===== config.mk =====
export PLATFORM = sky130hd
export DESIGN_NAME = adbg_dr_driver
export DESIGN_NICKNAME = d
export VERILOG_FILES = /design/src/rtl/adbg_pkg.sv /design/src/rtl/adbg_drv_shreg.sv /design/src/rtl/adbg_dr_driver.sv
export SDC_FILE = /design/constraint.sdc
export NUM_CORES = 1
export LEC_CHECK = 0
export ABC_AREA = 1
export ABC_CLOCK_PERIOD_IN_PS = 2000
export CAP_MARGIN = 40
export CORE_ASPECT_RATIO = 2
export CORE_MARGIN = 1.5
export CORE_UTILIZATION = 40
export DETAILED_ROUTE_END_ITERATION = 8
export PLACE_DENSITY = 0.66
export SLEW_MARGIN = 20
export SYNTH_ARGS = -nofsm -noshare
export SYNTH_HDL_FRONTEND = slang
export SYNTH_SLANG_ARGS = --single-unit

===== constraint.sdc =====
create_clock -name tck_i -period 2 [get_ports tck_i]
set_input_delay 0.4 -clock tck_i [delete_from_list [all_inputs] [get_ports tck_i]]
set_output_delay 0.4 -clock tck_i [all_outputs]
set_load 0.005 [all_outputs]

===== src/rtl/adbg_pkg.sv =====
// Shared definitions for the advanced debug interface: data register sizing and
// the DR-scan driver state type.
package adbg_pkg;

  localparam int DBG_TOP_DATAREG_LEN = 64;

  typedef enum logic [2:0] {
    IDLE,
    CAPTURE,
    SHIFT,
    UPDATE,
    RESP,
    GAP
  } adbg_drv_state_t;

endpackage


===== src/rtl/adbg_drv_shreg.sv =====
// Combined TX/RX DR shift register with down-counting bit counter. TX bits leave
// from bit 0; each TDO bit enters at position len-1 so it lands at its index.
module adbg_drv_shreg #(
  parameter int DATAREG_LEN = 64,
  parameter int LEN_W       = 7
) (
  input  logic                   tck_i,
  input  logic                   trstn_i,
  input  logic                   load_en,
  input  logic                   shift_en,
  input  logic [LEN_W-1:0]       len,
  input  logic [DATAREG_LEN-1:0] data,
  input  logic                   tdo_i,
  output logic [DATAREG_LEN-1:0] shreg,
  output logic                   cnt_zero
);

  logic [LEN_W-1:0]       cnt_q;
  logic [LEN_W-1:0]       len_q;
  logic [DATAREG_LEN-1:0] len_mask;
  logic [DATAREG_LEN-1:0] shifted;

  // Masking at load keeps every bit at or above len zero for the whole scan.
  always_comb begin
    len_mask = '0;
    for (int i = 0; i < DATAREG_LEN; i++) begin
      len_mask[i] = (i < int'(len));
    end
  end

  always_comb begin
    shifted = shreg >> 1;
    for (int i = 0; i < DATAREG_LEN; i++) begin
      if (i == int'(len_q) - 1) begin
        shifted[i] = tdo_i;
      end
    end
  end

  always_ff @(posedge tck_i or negedge trstn_i) begin
    if (!trstn_i) begin
      shreg <= '0;
      len_q <= '0;
      cnt_q <= '0;
    end else if (load_en) begin
      shreg <= data & len_mask;
      len_q <= len;
      cnt_q <= len - LEN_W'(1);
    end else if (shift_en) begin
      shreg <= shifted;
      if (cnt_q != '0) begin
        cnt_q <= cnt_q - LEN_W'(1);
      end
    end
  end

  assign cnt_zero = (cnt_q == '0);

endmodule


===== src/rtl/adbg_dr_driver.sv =====
// DR-scan driver: turns request/response transactions into TAP Capture/Shift/
// Update-DR strobe sequences with serial TDI/TDO data.
module adbg_dr_driver
  import adbg_pkg::*;
#(
  parameter int DATAREG_LEN = DBG_TOP_DATAREG_LEN,
  parameter int LEN_W       = 7,
  parameter int IDLE_GAP    = 1
) (
  input  logic                   tck_i,
  input  logic                   trstn_i,
  input  logic                   req_valid_i,
  output logic                   req_ready_o,
  input  logic [LEN_W-1:0]       req_len_i,
  input  logic [DATAREG_LEN-1:0] req_data_i,
  output logic                   rsp_valid_o,
  input  logic                   rsp_ready_i,
  output logic [DATAREG_LEN-1:0] rsp_data_o,
  output logic                   rsp_err_o,
  output logic                   debug_select_o,
  output logic                   capture_dr_o,
  output logic                   shift_dr_o,
  output logic                   update_dr_o,
  output logic                   tdi_o,
  input  logic                   tdo_i
);

  localparam int GAP_W = (IDLE_GAP > 1) ? $clog2(IDLE_GAP + 1) : 1;
  localparam logic [GAP_W-1:0] GAP_INIT = GAP_W'((IDLE_GAP > 0) ? IDLE_GAP - 1 : 0);

  adbg_drv_state_t        state_q;
  adbg_drv_state_t        state_d;
  logic [GAP_W-1:0]       gap_q;
  logic                   err_q;
  logic                   len_legal;
  logic                   accept;
  logic                   cnt_zero;
  logic [DATAREG_LEN-1:0] shreg;

  assign len_legal = (req_len_i != '0) && (int'(req_len_i) <= DATAREG_LEN);
  assign accept    = req_ready_o && req_valid_i;

  adbg_drv_shreg #(
    .DATAREG_LEN(DATAREG_LEN),
    .LEN_W      (LEN_W)
  ) u_shreg (
    .tck_i   (tck_i),
    .trstn_i (trstn_i),
    .load_en (accept && len_legal),
    .shift_en(state_q == SHIFT),
    .len     (req_len_i),
    .data    (req_data_i),
    .tdo_i   (tdo_i),
    .shreg   (shreg),
    .cnt_zero(cnt_zero)
  );

  always_comb begin
    state_d = state_q;
    case (state_q)
      IDLE:    if (req_valid_i) state_d = len_legal ? CAPTURE : RESP;
      CAPTURE: state_d = SHIFT;
      SHIFT:   if (cnt_zero) state_d = UPDATE;
      UPDATE:  state_d = RESP;
      RESP:    if (rsp_ready_i) state_d = (IDLE_GAP == 0) ? IDLE : GAP;
      GAP:     if (gap_q == '0) state_d = IDLE;
      default: state_d = IDLE;
    endcase
  end

  // Strobes are decoded from the next state so they come straight out of flops.
  always_ff @(posedge tck_i or negedge trstn_i) begin
    if (!trstn_i) begin
      state_q        <= IDLE;
      gap_q          <= '0;
      err_q          <= 1'b0;
      capture_dr_o   <= 1'b0;
      shift_dr_o     <= 1'b0;
      update_dr_o    <= 1'b0;
      debug_select_o <= 1'b0;
    end else begin
      state_q        <= state_d;
      capture_dr_o   <= (state_d == CAPTURE);
      shift_dr_o     <= (state_d == SHIFT);
      update_dr_o    <= (state_d == UPDATE);
      debug_select_o <= (state_d == CAPTURE) || (state_d == SHIFT) || (state_d == UPDATE);
      if (accept) begin
        err_q <= !len_legal;
      end
      if (state_q == RESP) begin
        gap_q <= GAP_INIT;
      end else if ((state_q == GAP) && (gap_q != '0)) begin
        gap_q <= gap_q - GAP_W'(1);
      end
    end
  end

  assign req_ready_o = (state_q == IDLE);
  assign rsp_valid_o = (state_q == RESP);
  assign rsp_err_o   = rsp_valid_o && err_q;
  assign rsp_data_o  = (rsp_valid_o && !err_q) ? shreg : '0;
  assign tdi_o       = shift_dr_o && shreg[0];

endmodule

==> impl_metrics.ini, run 1 <==
[job]
drv_cap = 0

[critical_path]
cp_slowest_cell = dfrtp_1
crit_family = buffers and inverters
cp-end-kind = output pin
cpPeakStageDelay_ps = 390
crit_chain = nor2_2 -> nand2_2 -> inv_4 -> nand2_8 -> buf_12 -> buf_16 -> nor2_4 -> buf_2
cp.required_ps = 1600
worstPathArrival_ps = 1680
cp_max_fo = 8
path_buf_inv = 4
critPathLaunchType = flip-flop
path_class = reg2out

[cts]
holdBufCountCts = 0
clock_latency_ps = 350
cts_tree = yes
clk_path_buf_depth = 2
htreeDepth = 3
cts_made_buffers = 9
clkTransAtPathRegs_ps = 60
cts_root_buf = clkbuf_16
cts.sinks = 87

[logic_synthesis]
ys_seq_elements = 87
synthesis.area_sq_mm = 0.00666
syn_nets = 1143
yosysWarnings = 0
synthCells = 1064
synth_edf_count = 0
avgSynthCellArea_sq_um = 6.25
ys_seq_area_share_pct = 32.7
synth-async-reset-ratio_pct = 100
synth.distinct_cells = 37
synth_ff_type = dfrtp_1

[sta]
min_period_over_period_pct = 104
final-setup-viol-count = 39
relSlewSlack_pct = 62.3
finalMaxSlewViolations = 0
tightestPinTransition_ps = 565
period_minus_slack_ps = 2080
fmax_ghz = 0.481
skew_ps = 10.9
rsz0062_at_grt = yes
fin_hold_ws_ps = 59.4
hold_violations = 0
worst_slack_ps = -81.2

[outcome]
violations = negative setup slack
status = finished, violations left

[drt]
ant_nets = 0
drc = 0
drt-total-wl_um = 32500
drt_iter0_markers = 791
vias_per_cell = 5.70
wl_per_cell_um = 21.1
via_count = 8749
firstDrtPassIters = 6

[global_routing]
grt_pass1_vias = 8279
grt_pass1_wl_um = 46300
antenna_found_initial = 0
grt_remaining_overflow = 0
grt_max_degree = 88
grt_use_total_pct = 36.3

[cells_and_area]
diodes = 0
syn_to_final_growth_pct = 55.7
design_area_sq_mm = 0.0104
layout-drive-gt1-share_pct = 25.8
nNetsFinal = 1406
fillerInstances = 1568
final_cells = 1536

[place]
placed_area_sq_mm = 0.00936
numPlacedInstances = 1488
io_buffers = 147
place_hpwl_um = 22900
gp_congestion = 0.981
place_ws_ps = -513

[power_and_ir_drop]
p_total_uw = 14200
ir_worst_vdd_uv = 722
leakage_uw = 0.00534
powerDensity_mw_per_mm2 = 1370

[die]
core_area_sq_mm = 0.0163
die_w_um = 94.2
dieArea_sq_mm = 0.0175
num_rows = 66
num_io_pins = 148
die_y_um = 185
initial_utilization_pct = 40.9

[min_path]
hold_class = in2async
[power by group]
part,total (uW),switching (uW),internal (uW)
Combinational,9410,5570,3840
Sequential,3010,470,2530
Clock,1740,744,999
Total,14200,6780,7370
[layout by cell type (no fill, tap or decap), types with 3 or more instances in the layout]
| cell type | instances |
|---|---|
| clkinv_2 | 4 |
| nor2_2 | 16 |
| nand2_8 | 3 |
| nand2_1 | 234 |
| a21oi_1 | 37 |
| nand4_1 | 44 |
| buf_12 | 28 |
| nor2_4 | 37 |
| clkdlybuf4s50_1 | 72 |
| o21ai_0 | 63 |
| buf_4 | 119 |
| inv_1 | 118 |
| clkbuf_16 | 18 |
| buf_2 | 60 |
| dlygate4sd2_1 | 4 |
| o21ai_1 | 12 |
| nor3_1 | 6 |
| dlymetal6s2s_1 | 6 |
| nand2_2 | 9 |
| o211ai_1 | 13 |
| inv_2 | 14 |
| a22oi_1 | 5 |
| nand3_2 | 3 |
| nand3_1 | 158 |
| dfrtp_1 | 86 |
| buf_16 | 5 |
| a21boi_0 | 4 |
| buf_6 | 9 |
| nor2_1 | 111 |
[logic make-up (layout without fill, tap and decap cells)]
kind of cell               Yosys count  after routing  synth area share [%]
and+or+nand+nor                    628            628                  41.7
buffers and inverters              199            467                  12.7
AOI/OAI and AO/OA                  145            145                  12.1
DFF                                 87             87                  32.7
adders and majority gates            3              3                 0.564
xor gates and xnor gates             2              2                 0.263
[timing repair]
item,4_1_cts,5_1_grt
setup buffers,6,13
cloned,5,9
resized for setup,298,108
pin swaps,4,11
setup endpoints to repair,136,117
[worst paths after layout]
path / slack, ps / endpoint / depth (start not counted) / startpoint
min in group tck_i: 480 / u_shreg.shreg[4] / 2 / u_shreg.shreg[4]
max in group asynchronous: 1460 / u_shreg.shreg[4] / 2 / trstn_i
worst min register to register: 480 / u_shreg.shreg[4] / 2 / u_shreg.shreg[4]
worst max-delay path: -80 / rsp_data_o[48] / 8 / state_q[0]
worst max register to register: 0 / u_shreg.shreg[12] / 13 / state_q[0]
worst min-delay path: 60 / u_shreg.cnt_q[1] / 2 / trstn_i
[layer usage]
metal | track usage (%) | vias up | wire [um]
met3 | 4.64 | 175 | 2420
met2 | 61.6 | 550 | 15900
met5 | 0 | - | 0
met4 | 30.3 | 0 | 3320
met1 | 39.1 | 4037 | 10800
li1 | - | 3987 | -
[worst reg2reg max path, cell delays in order (launching register included)]
cell and delay [ps]:
dfrtp_1 390, nor2_2 140, buf_4 140, nand2_2 40
inv_2 50, nand2_2 60, inv_4 80, nand3_4 160
buf_12 190, nand2_8 140, buf_4 170, clkbuf_16 160
nor2_1 50, nor2_1 150
[flip-flops by register name, summed over array words and instances, names as in the netlist]
signal	cells
u_shreg.shreg	64
u_shreg.cnt_q	7
u_shreg.len_q	7
state_q	3
capture_dr_o	1
debug_select_o	1
err_q	1
gap_q	1
shift_dr_o	1
update_dr_o	1
[cells in the mapped netlist (2+ instances only)]
cell type  number  area, sq um
buf_2          23          115
a21oi_1        40          200
o221ai_1        2         17.5
inv_2          11         41.3
nor2_1        160          601
dfrtp_1        87         2180
nor3_1          7         35.0
nand3_1       160          801
o21a_1          2         15.0
a21boi_0        4         30.0
inv_1         125          469
nor2_8          2         40.0
o21ai_0        69          345
buf_6           4         45.0
o211ai_1       13         97.6
nand2_1       240          901
nor2_2          3         18.8
nand2_4         2         22.5
o21ai_1         7         35.0
nand2_2         5         31.3
a22oi_1         5         37.5
clkbuf_1       23         86.3
nand4_1        44          275
ha_1            3         37.5
xor2_1          2         17.5
buf_4          10         75.1
[through the flow]
step / TNS, ps / util [%]
floorplan: 0 / -
global placement: -31460 / 57.6
detailed placement: -36320 / 57.6
CTS: -1820 / 59.5
global route: -4340 / 63.7
finish: -1700 / 63.7
[area by class of cell]
class / count / area, sq um / share of cell area, %
clock inverter: 4 / 45.0 / 0.435
inverter: 138 / 549 / 5.30
sequential: 87 / 2180 / 21.0
timing repair buffer: 313 / 3050 / 29.5
tap: 204 / 255 / 2.46
clock buffer: 12 / 246 / 2.38
multi-input combinational: 778 / 4030 / 38.9
No activity file was read; power rests on OpenSTA's default activity.
==> run 2: changes to the inputs <==
PLACE_DENSITY = unset   (was 0.66)
SYNTH_HIERARCHICAL = 1   (was unset)
==> run 2 against run 1 <==
The run ends with negative hold slack, negative setup slack left. Sequential cell count did not move. Die area increased by 7.7%. Worst hold slack worse by 71 ps. Largest cell class unchanged. Highest routed layer unchanged.
==> impl_metrics.ini, run 2 <==
[outcome]
status = finished, violations left
violations = negative hold slack, negative setup slack

[sta]
finalMaxSlewViolations = 0
tightestPinTransition_ps = 456
hold_violations = 29
min_period_over_period_pct = 113
rsz0062_at_grt = yes
fin_hold_ws_ps = -11.1
worst_slack_ps = -251
fmax_ghz = 0.444
final-setup-viol-count = 76
period_minus_slack_ps = 2250
skew_ps = 12.4
relSlewSlack_pct = 69.6

[logic_synthesis]
synth_ff_type = dfrtp_1
syn_nets = 1104
synth.distinct_cells = 44
synth_compound_area_share_pct = 15.2
ys_seq_area_share_pct = 30.3
synth-async-reset-ratio_pct = 100
synth_area_leader_cell = dfrtp_1
yosysWarnings = 6
avgSynthCellArea_sq_um = 7.01
synthCells = 1024
synth-simple-area-share_pct = 38.8
synth_top_area_share_pct = 30.3
synth_fa_ha_area_share_pct = 0.697
ys_seq_elements = 87
synthesis.area_sq_mm = 0.00718
synth_edf_count = 0
synthTopCellsByArea = dfrtp_1 (30%), nand3_1 (10%), inv_1 (8.8%), nand2_1 (7.6%), nor2_4 (7.2%)
synth_xor_area_share_pct = 0.488
synthMuxAreaShare_pct = 0
yosysMostFrequentCell = inv_1
synth_top_family_by_area = simple AND/OR/NAND/NOR gates
synthTopCellsByCount = inv_1 (169), nand2_1 (145), nand3_1 (143)

[power_and_ir_drop]
power.share.clock_pct = 11.7
seqPwrFrac_pct = 22.6
swShare_pct = 47.9
leakage_uw = 0.00538
powerDensity_mw_per_mm2 = 1410
p_sw_uw = 7220
p_int_uw = 7860
comb_power_share_pct = 65.7
ir_worst_vdd_uv = 690

[cts]
cts_tree = yes
holdBufCountCts = 0
cts_root_buf = clkbuf_16
clock_latency_ps = 370
cts_made_buffers = 9
clk_path_buf_depth = 2
clkTransAtPathRegs_ps = 70
cts.sinks = 87
htreeDepth = 3

[critical_path]
path_class = reg2out
worstPathArrival_ps = 1850
cp.required_ps = 1600
cp-end-kind = output pin
cp_max_fo = 8
cpPeakStageDelay_ps = 400
crit_chain = nor2_4 -> inv_2 -> nor2_8 -> nand2_8 -> clkbuf_16 -> buf_8 -> buf_6 -> nor2_2 -> clkbuf_2
cp_slowest_cell = dfrtp_1
critPathLaunchType = flip-flop

[cells_and_area]
layout-drive-gt1-share_pct = 29.8
regMostFlops = u_shreg/shreg
largest_register_ffs = 64
diodes = 0
reg_top3 = u_shreg/shreg (64), u_shreg/cnt_q (7), u_shreg/len_q (7)
final_cell_mix = inv_1 (162), nand2_1 (141), nand3_1 (140)
fin_util_pct = 60.6
mostFrequentLayoutCell = inv_1
syn_to_final_growth_pct = 49.4
nNetsFinal = 1392

[die]
num_rows = 69
die_y_um = 192
num_io_pins = 148
core_area_sq_mm = 0.0177
initial_utilization_pct = 40.6
die_w_um = 97.7
dieArea_sq_mm = 0.0188

[place]
io_buffers = 147
place_hpwl_um = 22900
gp_congestion = 1.01
place_ws_ps = -429

[drt]
vias_per_cell = 5.55
routed-wl-met3_um = 2140
drc = 0
firstDrtPassIters = 8
routed.top_layer = met4
route.met2.wl_um = 15700
via_count = 8487
ant_nets = 0
drt_iter0_markers = 591
met1_length_um = 10500
drt-total-wl_um = 31300
wl_per_cell_um = 20.5

[min_path]
hold_class = in2async

[global_routing]
antenna_found_initial = 0
grt_pass1_wl_um = 45900
grt_max_degree = 61
grt_pass1_vias = 8322
grt_use_total_pct = 32.4
grt_remaining_overflow = 0

[job]
drv_cap = 0
## run 2: cell count changes after synthesis, sizes merged, moves of 9 or more
| cell | change |
|---|---|
| o21bai | +26 |
| nor2 | +13 |
| o21ai | -38 |
| nand4 | -11 |
| a21oi | +14 |
| buf | -9 |
| inv | +40 |
| a31oi | +28 |
| nand3 | -16 |
| nand2 | -96 |
## run 2: final cells by class
class	count	area, sq um
clock buffers	10	239
clock inverters	6	60.1
fillers	1713	6970
inverters	177	679
multi-input cells	704	4180
flip-flops and latches	87	2180
well taps	213	267
repair buffers	333	3120
## run 2: logic make-up (layout without fill, tap and decap cells)
logic type	Yosys count	after routing
xor gates and xnor gates	4	4
DFF	87	87
buffers and inverters	233	526
adders and majority gates	4	4
and+or+nand+nor	517	517
AOI/OAI and AO/OA	179	179
## run 2: critical path, delay by kind of cell, from the launching register on
kind	cells	cell delay (ps)
buffers and inverters	5	600
flip-flops	1	400
AND/OR/NAND/NOR	4	470
## run 2: path summary, 6_finish.rpt
path,startpoint,to,slack [ps],cells past startpoint
setup / recovery,state_q[1],rsp_data_o[22],-250,9
hold / removal,trstn_i,u_shreg/shreg[3],-10,1
setup reg to reg,state_q[1],u_shreg/shreg[59],-60,16
hold reg to reg,u_shreg/shreg[32],u_shreg/shreg[32],510,2
max in group asynchronous,trstn_i,u_shreg/shreg[32],1470,2
min in group tck_i,req_len_i[5],u_shreg/len_q[5],500,4
## run 2: stage by stage
stage / TNS [ps] / cells / hold WS, ps / cell area, sq um / power (uW)
5_1_grt: -16640 / 1530 / 29.8 / 10700 / 16000
4_1_cts: -22260 / 1483 / 3.12 / 10100 / 14000
3_5_place_dp: -33970 / 1453 / 384 / 9640 / 11900
6_report: -11940 / 1530 / -11.1 / 10700 / 15100
2_1_floorplan: 0 / 1024 / 104 / 7190 / 8670
3_3_place_gp: -32910 / 1453 / 383 / 9640 / 11800
## run 2: metal layers
metal / vias to the layer above / global-route usage [%]
met5: - / 0
met3: 155 / 5.76
met2: 431 / 57.4
met1: 3969 / 32.5
li1: 3932 / -
met4: 0 / 27.5
## run 2: what timing repair did
item	in CTS	in global routing
buffers inserted	14	44
endpoints found under the setup margin	133	130
pin swaps	8	48
gates resized for setup	173	173
gates cloned	2	4
## run 2: power groups by stage
stage / combinational (uW) / clock [uW] / sequential [uW]
after floorplan: 5610 / 0 / 3060
after global placement: 8440 / 0 / 3400
after detailed placement: 8490 / 0 / 3410
after CTS: 8840 / 1790 / 3390
after global routing: 10700 / 1860 / 3500
final: 9910 / 1770 / 3400
==> run 3: changes to the inputs <==
CORE_ASPECT_RATIO = 1.2   (was 2)
GPL_TIMING_DRIVEN = 0   (was unset)
==> run 3 against run 2 <==
The run ends with negative setup slack left. Global-route usage increased by 0.69 points. Cell area decreased by 1.1%. Cell count decreased by 3.2%. Critical path depth increased by 1. Maximum frequency decreased by 1.7%. Largest power group unchanged.
==> impl_metrics.ini, run 3 (synthesized netlist as in run 2, its figures left out) <==
[outcome]
status = finished, violations left
violations = negative setup slack

[drt]
ant_nets = 0
drt-total-wl_um = 32400
drc = 0
routed-wl-met3_um = 2830
routed.top_layer = met4
vias_per_cell = 5.72
route.met2.wl_um = 14900
drt_iter0_markers = 964
via_count = 8472
met1_length_um = 12400
firstDrtPassIters = 6
wl_per_cell_um = 21.9

[cells_and_area]
diodes = 0
nNetsFinal = 1336
layout-drive-gt1-share_pct = 29.2
multiInputGateArea_sq_mm = 0.00443
fin_util_pct = 60.4
final_cells = 1481
reg_top3 = u_shreg/shreg (64), u_shreg/cnt_q (7), u_shreg/len_q (7)
mostFrequentLayoutCell = inv_1
largest_register_ffs = 64
register_area_sq_mm = 0.00218
syn_to_final_growth_pct = 47.8
fillerInstances = 1707
regMostFlops = u_shreg/shreg
final_cell_mix = inv_1 (162), nand2_1 (136), nand3_1 (131)

[min_path]
hold_class = in2reg
hold_start = req_len_i[5]

[power_and_ir_drop]
ir_worst_vdd_uv = 849
leakage_uw = 0.00516
powerDensity_mw_per_mm2 = 1490

[critical_path]
cp.required_ps = 1600
path_buf_inv = 6
path_class = reg2out
path_common_cell = buf_12
cp_max_fo = 5
crit_chain = nor2_2 -> inv_2 -> nor2_8 -> buf_12 -> nand2_8 -> buf_12 -> buf_16 -> buf_8 -> nor2_4 -> buf_2
crit_family = buffers and inverters
startpoint = state_q[1]
cpPeakStageDelay_ps = 390
critPathLaunchType = flip-flop
cp_slowest_cell = dfrtp_1
worstPathArrival_ps = 1890
worstReg2RegStart = state_q[1]
cp-end-kind = output pin

[global_routing]
grt_remaining_overflow = 0
grt_pass1_wl_um = 46400
grt_pass1_vias = 7931
grt_max_degree = 46
grt_use_total_pct = 33.1
antenna_found_initial = 0

[sta]
tightestPinTransition_ps = 767
min_period_over_period_pct = 115
fin_hold_ws_ps = 428
finalMaxSlewViolations = 0
worst_slack_ps = -290
fmax_ghz = 0.437
skew_ps = 9.21
final-setup-viol-count = 137
hold_violations = 0
relSlewSlack_pct = 48.6
period_minus_slack_ps = 2290
rsz0062_at_grt = yes

[cts]
cts_made_buffers = 9
clk_path_buf_depth = 2
clock_latency_ps = 360
cts.sinks = 87
htreeDepth = 3
clkTransAtPathRegs_ps = 70
cts_root_buf = clkbuf_16
cts_tree = yes

[die]
core_area_sq_mm = 0.0176
initial_utilization_pct = 40.9
dieArea_sq_mm = 0.0188
die_w_um = 125
num_rows = 53
num_io_pins = 148
die_y_um = 150

[job]
drv_cap = 0

[place]
io_buffers = 147
numPlacedInstances = 1395
gp_congestion = 1.00
place_hpwl_um = 22600
run 3: worst paths after layout:
kind	depth (start not counted)	end	slack (ps)
min in group asynchronous	2	u_shreg/cnt_q[4]	540
hold / removal	3	u_shreg/len_q[5]	430
hold reg to reg	2	u_shreg/shreg[39]	510
max in group asynchronous	3	u_shreg/shreg[56]	870
setup reg to reg	15	u_shreg/shreg[26]	-220
setup / recovery	10	rsp_data_o[5]	-290
run 3: per-layer routing:
metal | track usage (%) | vias up
li1 | - | 3826
met1 | 41.0 | 3953
met5 | 0 | -
met2 | 54.8 | 541
met3 | 5.68 | 152
met4 | 18.4 | 0
run 3: stage by stage:
| stage | setup slack [ps] | power [uW] | instance area [sq um] | TNS, ps |
|---|---|---|---|---|
| after floorplan | 35.8 | 8670 | 7190 | 0 |
| after detailed placement | -1470 | 11600 | 8990 | -112420 |
| after CTS | -314 | 14500 | 9970 | -22070 |
| after global routing | -349 | 16700 | 10600 | -30920 |
| final | -290 | 15800 | 10600 | -21380 |
| after global placement | -3070 | 11500 | 8930 | -376700 |
run 3: final cells by class:
type / instances / area share [%]
inverters: 177 / 6.41
repair buffers: 223 / 20.1
well taps: 220 / 2.59
clock buffers: 12 / 2.23
plain buffers: 53 / 5.79
clock inverters: 4 / 0.660
flip-flops and latches: 87 / 20.5
multi-input cells: 705 / 41.7
run 3: repair_timing:
item                                   CTS  global route
resized for setup                      400           130
buffers inserted                        43            26
endpoints found under the hold margin   37             0
pin swaps                               12            51
setup endpoints to repair              145           145
hold buffers                             1             0
cloned                                   4             5
run 3: worst register-to-register path, cell delays in order, from the launching register on:
cell	delay [ps]
dfrtp_1	390
nor2_2	140
buf_4	120
buf_4	100
nand2_2	80
nor2_4	110
nand3_2	80
inv_2	70
buf_8	110
buf_4	120
nor2_4	60
buf_4	150
nor2_4	240
clkbuf_16	210
nand3_1	90
nand3_1	80
run 3: where the power goes:
part | internal, uW | switching (uW) | total [uW]
registers | 2600 | 661 | 3260
clock network | 1090 | 756 | 1850
logic | 4490 | 6230 | 10700
total | 8180 | 7650 | 15800
